File: config.mk
export PLATFORM = sky130hd
export DESIGN_NAME = mem_addr_seq
export DESIGN_NICKNAME = d
export VERILOG_FILES = /design/src/rtl/mem_addr_seq_pkg.sv /design/src/rtl/mem_addr_seq_refresh_timer.sv /design/src/rtl/mem_addr_seq.sv
export SDC_FILE = /design/constraint.sdc
export NUM_CORES = 1
export LEC_CHECK = 0
export CORE_ASPECT_RATIO = 0.6
export CORE_MARGIN = 2
export CORE_UTILIZATION = 35
export DETAILED_ROUTE_END_ITERATION = 10
export GPL_TIMING_DRIVEN = 1
export PLACE_DENSITY_LB_ADDON = 0.25
export SYNTH_ARGS = -nofsm -noshare
export SYNTH_HDL_FRONTEND = slang
export SYNTH_SLANG_ARGS = --single-unit
File: constraint.sdc
create_clock -name sysclk -period 2 [get_ports sysclk]
set_input_delay 0.4 -clock sysclk [delete_from_list [all_inputs] [get_ports sysclk]]
set_output_delay 0.4 -clock sysclk [all_outputs]
set_load 0.03 [all_outputs]
File: src/rtl/mem_addr_seq_pkg.sv
// Shared types and helpers for the DRAM address sequencer: FSM state encoding
// and the LBD -> row/col address split.
package mem_addr_seq_pkg;

  localparam int AA_W_DEF = 10;
  localparam int AA_W_MAX = 32;
  localparam int LBD_MAX  = 2 * AA_W_MAX;

  typedef enum logic [2:0] {
    S_IDLE,
    S_ROW,
    S_RAS,
    S_COL,
    S_PRE,
    S_REFR
  } state_e;

  // row = {lbd[2*aa_w-2], lbd[aa_w-2:0]}
  function automatic logic [AA_W_MAX-1:0] row_of(input logic [LBD_MAX-1:0] lbd,
                                                 input int aa_w);
    logic [LBD_MAX-1:0] lo, hi;
    lo = lbd & ((LBD_MAX'(1) << (aa_w - 1)) - LBD_MAX'(1));
    hi = ((lbd >> (2 * aa_w - 2)) & LBD_MAX'(1)) << (aa_w - 1);
    return AA_W_MAX'(lo | hi);
  endfunction

  // col = {lbd[2*aa_w-1], lbd[2*aa_w-3:aa_w-1]}
  function automatic logic [AA_W_MAX-1:0] col_of(input logic [LBD_MAX-1:0] lbd,
                                                 input int aa_w);
    logic [LBD_MAX-1:0] lo, hi;
    lo = (lbd >> (aa_w - 1)) & ((LBD_MAX'(1) << (aa_w - 1)) - LBD_MAX'(1));
    hi = ((lbd >> (2 * aa_w - 1)) & LBD_MAX'(1)) << (aa_w - 1);
    return AA_W_MAX'(lo | hi);
  endfunction

endpackage

File: src/rtl/mem_addr_seq_refresh_timer.sv
// Refresh bookkeeping: free-running interval timer, single sticky pending flag
// and the RAS-only refresh row counter (wraps mod 2^AA_W).
module mem_refresh_timer
  import mem_addr_seq_pkg::*;
#(
  parameter int AA_W         = AA_W_DEF,
  parameter int REF_INTERVAL = 312
) (
  input  logic            clk_i,
  input  logic            rst_ni,
  input  logic            take_i,
  input  logic            done_i,
  output logic            pend_o,
  output logic [AA_W-1:0] row_o
);

  localparam int TW = (REF_INTERVAL > 1) ? $clog2(REF_INTERVAL) : 1;

  logic [TW-1:0]   tmr_q, tmr_d;
  logic            pend_q, pend_d;
  logic [AA_W-1:0] row_q, row_d;
  logic            expire;

  // A second expiry while already pending collapses into the existing one.
  always_comb begin
    expire = (tmr_q == TW'(REF_INTERVAL - 1));
    tmr_d  = expire ? '0 : tmr_q + TW'(1);
    pend_d = expire | (pend_q & ~take_i);
    row_d  = done_i ? row_q + AA_W'(1) : row_q;
  end

  always_ff @(posedge clk_i or negedge rst_ni) begin
    if (!rst_ni) begin
      tmr_q  <= '0;
      pend_q <= 1'b0;
      row_q  <= '0;
    end else begin
      tmr_q  <= tmr_d;
      pend_q <= pend_d;
      row_q  <= row_d;
    end
  end

  assign pend_o = pend_q;
  assign row_o  = row_q;

endmodule

File: src/rtl/mem_addr_seq.sv
// DRAM address sequencer: owns the RAS/CAS cycle for one granted bus address.
// Define MEM_ADDR_SEQ_REFRESH_EN to compile in interleaved RAS-only refresh.
module mem_addr_seq
  import mem_addr_seq_pkg::*;
#(
  parameter int AA_W         = AA_W_DEF,
  parameter int T_RCD        = 2,
  parameter int T_CAS        = 2,
  parameter int T_RP         = 2,
  parameter int REF_INTERVAL = 312
) (
  input  logic              sysclk,
  input  logic              sys_rst_n,
  input  logic [2*AA_W-1:0] LBD,
  input  logic              REQ,
  output logic              ACK,
  output logic              DONE,
  output logic              BUSY,
  output logic [AA_W-1:0]   AA,
  output logic              RAS_n,
  output logic              CAS_n,
  output logic              REF_ACTIVE
);

  localparam int MAXPH = (T_RCD + T_CAS > T_RP) ? T_RCD + T_CAS : T_RP;
  localparam int CNT_W = (MAXPH > 1) ? $clog2(MAXPH) : 1;

  if (T_RCD < 1 || T_CAS < 1 || T_RP < 1 || REF_INTERVAL < T_RCD + T_CAS + T_RP + 2)
  begin : g_bad_cfg
    $error("mem_addr_seq: illegal timing parameters");
  end

  state_e          state_q;
  logic [CNT_W-1:0] cnt_q;
  logic [AA_W-1:0] col_q, aa_q, row_w, col_w, ref_row;
  logic            ack_q, done_q, busy_q, ras_n_q, cas_n_q, ref_act_q, ref_pend;

  assign row_w = AA_W'(row_of(LBD_MAX'(LBD), AA_W));
  assign col_w = AA_W'(col_of(LBD_MAX'(LBD), AA_W));

`ifdef MEM_ADDR_SEQ_REFRESH_EN
  logic ref_take, ref_done;
  assign ref_take = (state_q == S_IDLE) && ref_pend;
  assign ref_done = (state_q == S_REFR) && (cnt_q == '0);

  mem_refresh_timer #(
    .AA_W         (AA_W),
    .REF_INTERVAL (REF_INTERVAL)
  ) u_ref (
    .clk_i  (sysclk),
    .rst_ni (sys_rst_n),
    .take_i (ref_take),
    .done_i (ref_done),
    .pend_o (ref_pend),
    .row_o  (ref_row)
  );
`else
  assign ref_pend = 1'b0;
  assign ref_row  = '0;
`endif

  always_ff @(posedge sysclk or negedge sys_rst_n) begin
    if (!sys_rst_n) begin
      state_q   <= S_IDLE;
      cnt_q     <= '0;
      col_q     <= '0;
      aa_q      <= '0;
      ack_q     <= 1'b0;
      done_q    <= 1'b0;
      busy_q    <= 1'b0;
      ras_n_q   <= 1'b1;
      cas_n_q   <= 1'b1;
      ref_act_q <= 1'b0;
    end else begin
      ack_q  <= 1'b0;
      done_q <= 1'b0;
      case (state_q)
        S_IDLE: begin
          // Refresh wins over a waiting bus request.
          if (ref_pend) begin
            aa_q      <= ref_row;
            ras_n_q   <= 1'b0;
            ref_act_q <= 1'b1;
            busy_q    <= 1'b1;
            cnt_q     <= CNT_W'(T_RCD + T_CAS - 1);
            state_q   <= S_REFR;
          end else if (REQ) begin
            aa_q    <= row_w;
            col_q   <= col_w;
            ack_q   <= 1'b1;
            busy_q  <= 1'b1;
            state_q <= S_ROW;
          end
        end
        S_ROW: begin
          ras_n_q <= 1'b0;
          cnt_q   <= CNT_W'(T_RCD - 1);
          state_q <= S_RAS;
        end
        S_RAS: begin
          if (cnt_q == '0) begin
            aa_q    <= col_q;
            cas_n_q <= 1'b0;
            cnt_q   <= CNT_W'(T_CAS - 1);
            state_q <= S_COL;
          end else begin
            cnt_q <= cnt_q - CNT_W'(1);
          end
        end
        S_COL: begin
          if (cnt_q == '0) begin
            ras_n_q <= 1'b1;
            cas_n_q <= 1'b1;
            done_q  <= 1'b1;
            cnt_q   <= CNT_W'(T_RP - 1);
            state_q <= S_PRE;
          end else begin
            cnt_q <= cnt_q - CNT_W'(1);
          end
        end
        S_PRE: begin
          if (cnt_q == '0) begin
            busy_q  <= 1'b0;
            state_q <= S_IDLE;
          end else begin
            cnt_q <= cnt_q - CNT_W'(1);
          end
        end
        S_REFR: begin
          if (cnt_q == '0) begin
            ras_n_q   <= 1'b1;
            ref_act_q <= 1'b0;
            cnt_q     <= CNT_W'(T_RP - 1);
            state_q   <= S_PRE;
          end else begin
            cnt_q <= cnt_q - CNT_W'(1);
          end
        end
        default: begin
          busy_q  <= 1'b0;
          state_q <= S_IDLE;
        end
      endcase
    end
  end

  assign ACK        = ack_q;
  assign DONE       = done_q;
  assign BUSY       = busy_q;
  assign AA         = aa_q;
  assign RAS_n      = ras_n_q;
  assign CAS_n      = cas_n_q;
  assign REF_ACTIVE = ref_act_q;

endmodule

# ---- Word-level counts from Yosys, hierarchy flattened
# Index checks and enable logic that the tools add are counted.
dict set report totals {
  latch_bits 0
  word_cells 61
  memories 0
  rom_bits 0
  inputBits 23
  ramBits 0
  ff_bits 30
}
dict set report classes {
  mul 0
  magnitude_cmp 0
  reduce_logical 16
  div 0
  shift 0
  muxes 21
  eq_ne 11
  addsub 1
  n_bitwise 3
}
# operator count
set op_table {}
lappend op_table {{10-bit 2-to-1 mux} 2}
lappend op_table {{9-bit by 10-bit bitwise OR with 10-bit output} 2}
lappend op_table {{10-bit case mux with 2 select lines} 1}
lappend op_table {{3-bit case mux with 5 select lines} 1}
lappend op_table {{3-bit 2-to-1 mux} 4}
lappend op_table {{2-bit inequality test, second input constant} 5}
lappend op_table {{3-bit AND reduction} 3}
lappend op_table {{1-bit 2-to-1 mux} 7}
lappend op_table {{3-bit by 2-bit == test with 1-bit output, second input constant} 2}
lappend op_table {{3-bit == test, second input constant} 2}
lappend op_table {{2-bit case mux with 3 select lines} 1}
lappend op_table {{2-bit AND reduction} 3}
lappend op_table {{2-bit nonzero test} 3}
lappend op_table {{2-bit 2-to-1 mux} 2}
lappend op_table {{1-bit case mux with 2 select lines} 2}
lappend op_table {{4-bit AND reduction} 1}
lappend op_table {{4-bit OR reduction} 1}
lappend op_table {{3-bit by 1-bit == test with 1-bit output, second input constant} 1}
lappend op_table {{3-bit zero test} 1}
lappend op_table {{1-bit case mux with 3 select lines} 1}
lappend op_table {{3-bit nonzero test} 1}
lappend op_table {{3-bit OR reduction} 1}
lappend op_table {{2-bit zero test} 1}
lappend op_table {{2-bit by 1-bit inequality test with 1-bit output, second input constant} 1}
lappend op_table {{other kinds (3)} 3}

# ---- Depth between registers and ports, before layout
dict set report logic_depth {
  ltp_word 4
  mapped_depth 6
  mapped_depth_nobuf 5
}

# ---- Least setup slack after synthesis
# Ideal clock, no wire load.
dict set report synth_path {
  path_kind {reg2reg}
  start {register cnt_q[0]}
  end {register aa_q[0], in the netlist AA[0]}
  path_slack_ns 0.339
  stages_incl_launch_ff 7
  arrival_ns 1.535
  n_path_buf 1
  cell_sequence {dfrtp_1 inv_1 ha_1 nand2_1 a211o_1 buf_6 mux2_4}
}
dict set report synth_between {
  elab_chain_cells 3
}
# element line
set synth_lines {}
lappend synth_lines {{start, declared} mem_addr_seq.sv:34} ;# logic [CNT_W-1:0] cnt_q;
lappend synth_lines {{start signal, assigned} mem_addr_seq.sv:85} ;# cnt_q <= CNT_W'(T_RCD + T_CAS - 1);
lappend synth_lines {{start signal, assigned} mem_addr_seq.sv:97} ;# cnt_q <= CNT_W'(T_RCD - 1);
lappend synth_lines {{start signal, assigned} mem_addr_seq.sv:104} ;# cnt_q <= CNT_W'(T_CAS - 1);
lappend synth_lines {{2-bit zero test} mem_addr_seq.sv:101} ;# if (cnt_q == '0) begin
lappend synth_lines {{2-bit inequality test (no line)} --}
lappend synth_lines {{3-bit AND reduction (no line)} --}
lappend synth_lines {{end signal, assigned} mem_addr_seq.sv:81} ;# aa_q <= ref_row;
lappend synth_lines {{end signal, assigned} mem_addr_seq.sv:88} ;# aa_q <= row_w;
lappend synth_lines {{end signal, assigned} mem_addr_seq.sv:102} ;# aa_q <= col_q;
lappend synth_lines {{end, declared} mem_addr_seq.sv:35} ;# logic [AA_W-1:0] col_q, aa_q, row_w, col_w, ref_row;
# Every way passes these cells.
# A chain may end at the register's enable or synchronous reset.

# ---- Worst setup path in the final report
dict set report layout_path {
  start {register ras_n_q, in the netlist RAS_n}
  end {output port RAS_n}
}
# element line
set layout_rtl {}
lappend layout_rtl {{start, declared} mem_addr_seq.sv:36} ;# logic ack_q, done_q, busy_q, ras_n_q, cas_n_q, ref_act_q, ref_pend;
lappend layout_rtl {{start signal, assigned} mem_addr_seq.sv:71} ;# ras_n_q <= 1'b1;
lappend layout_rtl {{start signal, assigned} mem_addr_seq.sv:82} ;# ras_n_q <= 1'b0;
lappend layout_rtl {{start signal, assigned} mem_addr_seq.sv:96} ;# ras_n_q <= 1'b0;
lappend layout_rtl {{end, declared} mem_addr_seq.sv:20} ;# output logic RAS_n,
# No word-level cell between the ends.

==> impl_metrics.env <==
export IMPL_fmax_mhz=535
export IMPL_relSlewSlack=0.663
export IMPL_die_h_um=53.3
export IMPL_total_power_uw=3340
export IMPL_post_cts_buffers=0
export IMPL_fp_dieW_um=86.1
export IMPL_grt_start_max_net_pins=31
export IMPL_status="complete, no violations"
export IMPL_setup_tns_final_ns=0
export IMPL_drtIter0Drc=28
export IMPL_synth_cell_types=30
export IMPL_worstSetupPathType="flop to primary output"
export IMPL_clk_latency_ns=0.28
export IMPL_synth_nets=132
export IMPL_synth_area_mux_share=0.270
export IMPL_syn2layout_area_growth_pct=37.5
export IMPL_postRouteAntennaNets=0
export IMPL_htreeDepth=2
export IMPL_max_vdd_ir_drop_v=0.000598
export IMPL_dpl_cell_area_um2=1860
export IMPL_crit_path_end_kind="primary output"
export IMPL_coreArea_um2=3760
export IMPL_viasPerCell=5.01
export IMPL_post_cts_resized=0
export IMPL_place_hpwl_mm=2.21
export IMPL_dieArea_um2=4590
export IMPL_finalMaxSlewViolations=0
export IMPL_drt_first_pass_iters=5
export IMPL_finalSetupViolCount=0
export IMPL_worst_pin_slew_ns=0.506
export IMPL_p_leak_uw=0.000853
export IMPL_worstPathRequired_ns=1.60
export IMPL_drc_errors=0
export IMPL_finalInstanceArea_um2=1950
export IMPL_ios=39
export IMPL_synth_simple_area_share=0.0627
export IMPL_synth_area_leaders="dfrtp_1 (49%), mux2_1 (11%), mux2_4 (9.5%), mux2_2 (6.4%), dfstp_2 (3.7%)"
export IMPL_gp_congestion=0.794
export IMPL_synth_fa_ha_area_frac=0.0177
export IMPL_synth_top_family_by_area="multiplexers"
export IMPL_ys_seq_area_frac=0.532
export IMPL_grt_pass1_wl_mm=4.99
export IMPL_power_density_nw_per_um2=1710
export IMPL_hold_path_class="flop to flop"
export IMPL_antenna_found_initial=0
export IMPL_numPortBuffers=37
export IMPL_ys_ff_latch=30
export IMPL_ctsHoldBuffers=0
export IMPL_crit_family="buffers and inverters"
export IMPL_initial_core_util=0.376
export IMPL_diodes=0
export IMPL_synth_cells=107
export IMPL_cts_sinks=30
export IMPL_synthXorXnorAreaFrac=0.00618
export IMPL_yosysTopAreaCell="dfrtp_1"
export IMPL_fin_crit_sh=0.935
export IMPL_startpoint_type="flop"
export IMPL_clock_skew_ns=0.00402
export IMPL_track_usage=0.152
export IMPL_crit_fanout=2
export IMPL_detail_route_wl_per_cell_um=15.2
export IMPL_vias=997
export IMPL_drive_gt1_frac=0.224
export IMPL_grt_overflow_total=0
export IMPL_yosys_warnings=0
export IMPL_whs_ns=0.482
export IMPL_drt_total_wl_mm=3.03
export IMPL_rows=17
export IMPL_nets=176
export IMPL_syn_mean_instance_area_um2=13.2
export IMPL_worst_path_buf_inv=1
export IMPL_clock_path_buffers=2
export IMPL_max_stage_delay_ns=0.66
export IMPL_post_route_min_period_ns=1.87
export IMPL_cts_root_buf="clkbuf_8"
export IMPL_crit_chain="clkdlybuf4s50_1"
export IMPL_synth_compound_area_share=0.0689
export IMPL_max_cap_violations=0
export IMPL_rsz0062_at_grt="no"
export IMPL_yosysTopAreaCellShare=0.495
export IMPL_cts_tree="yes"
export IMPL_syn_cell_area_um2=1420
export IMPL_cp_slowest_cell="clkdlybuf4s50_1"
export IMPL_grt_pass1_vias=1060
export IMPL_numCtsBuffers=5
export IMPL_cp_arrival_ns=1.47
export IMPL_clk_pin_slew_worst_paths_ns=0.06
export IMPL_hold_viol=0
routing by layer:
layer  vias up  wire, um  share of wire  GRT usage
li1        462         -              -          -
met3        11       237          0.078     0.0624
met1       486      1400           0.46      0.184
met2        38      1310           0.43      0.227
met4         0        85          0.028     0.0952
met5         -         0              0          0
tightest hold or removal path, stage by stage (launching register included):
cell	delay, ns
dfstp_2	0.36
o21ai_0	0.06
nand2b_1	0.05
Yosys cell counts, drive strengths merged:
master	count
o31ai	2
ha	2
a211o	2
o32a	1
a21oi	4
o21ai	3
mux2	31
o22ai	1
nand3	1
a31oi	1
dfrtp	28
inv	4
dfstp	2
clkbuf	2
nand2	3
nor2b	2
a21boi	1
buf	5
nand2b	3
nor3	3
nor4b	1
conb	1
xnor2	1
nor2	3
flip-flops by register name, indices dropped and copies added, names as in the netlist:
signal / count
AA: 10
col_q: 10
state_q: 3
cnt_q: 2
ACK: 1
BUSY: 1
CAS_n: 1
DONE: 1
RAS_n: 1
layout make-up:
class                      count  area (um2)
clock buffer                   8        90.1
fill                         328        1820
inverter                       4        15.0
multi-input combinational     66         607
sequential                    30         753
tap                           47        58.8
timing repair buffer          44         423
layout by cell type (no fill, tap or decap):
cell             count
clkdlybuf4s50_1     37
dfrtp_1             28
mux2_1              14
mux2_4               9
mux2_2               8
buf_4                7
clkbuf_8             6
a21oi_1              4
inv_1                3
nand2_1              3
nor3_1               3
nand2b_1             3
nor2_1               3
dfstp_2              2
a211o_1              2
nor2b_1              2
o21ai_0              2
o31ai_1              2
ha_1                 2
clkbuf_1             2
nor4b_2              1
inv_2                1
o22ai_1              1
a21boi_1             1
nand3_1              1
o32a_1               1
a31oi_1              1
o21ai_1              1
xnor2_1              1
conb_1               1
stage by stage:
| stage | setup WS [ns] | util | cells |
|---|---|---|---|
| 3_3_place_gp | 0.138 | 0.493 | 191 |
| 5_1_grt | 0.0926 | 0.517 | 199 |
| 4_1_cts | 0.113 | 0.517 | 199 |
| 2_1_floorplan | 0.339 | - | 107 |
| 6_report | 0.131 | 0.517 | 199 |
| 3_5_place_dp | 0.117 | 0.493 | 191 |
power breakdown:
group | switching, uW | internal, uW
clock | 215 | 280
combinational | 802 | 902
sequential | 217 | 919
total | 1230 | 2100
worst paths after layout:
path / startpoint / endpoint / slack (ns) / cells after the start
setup / recovery: RAS_n / RAS_n / 0.13 / 1
hold / removal: CAS_n / CAS_n / 0.48 / 2
setup reg to reg: cnt_q[0] / AA[7] / 0.31 / 6
hold reg to reg: CAS_n / CAS_n / 0.48 / 2
max in group asynchronous: sys_rst_n / CAS_n / 1.16 / 2
min in group asynchronous: sys_rst_n / col_q[6] / 0.51 / 2
logic make-up (layout without fill, tap and decap cells):
group           after synthesis  after routing
mux                          31             31
flops                        30             30
simple gates                 16             16
compound gates               15             15
buf+inv                      11             56
fa+ha+maj                     2              2
other cells                   1              1
xor+xnor                      1              1
(Power assumes the default switching activity.)
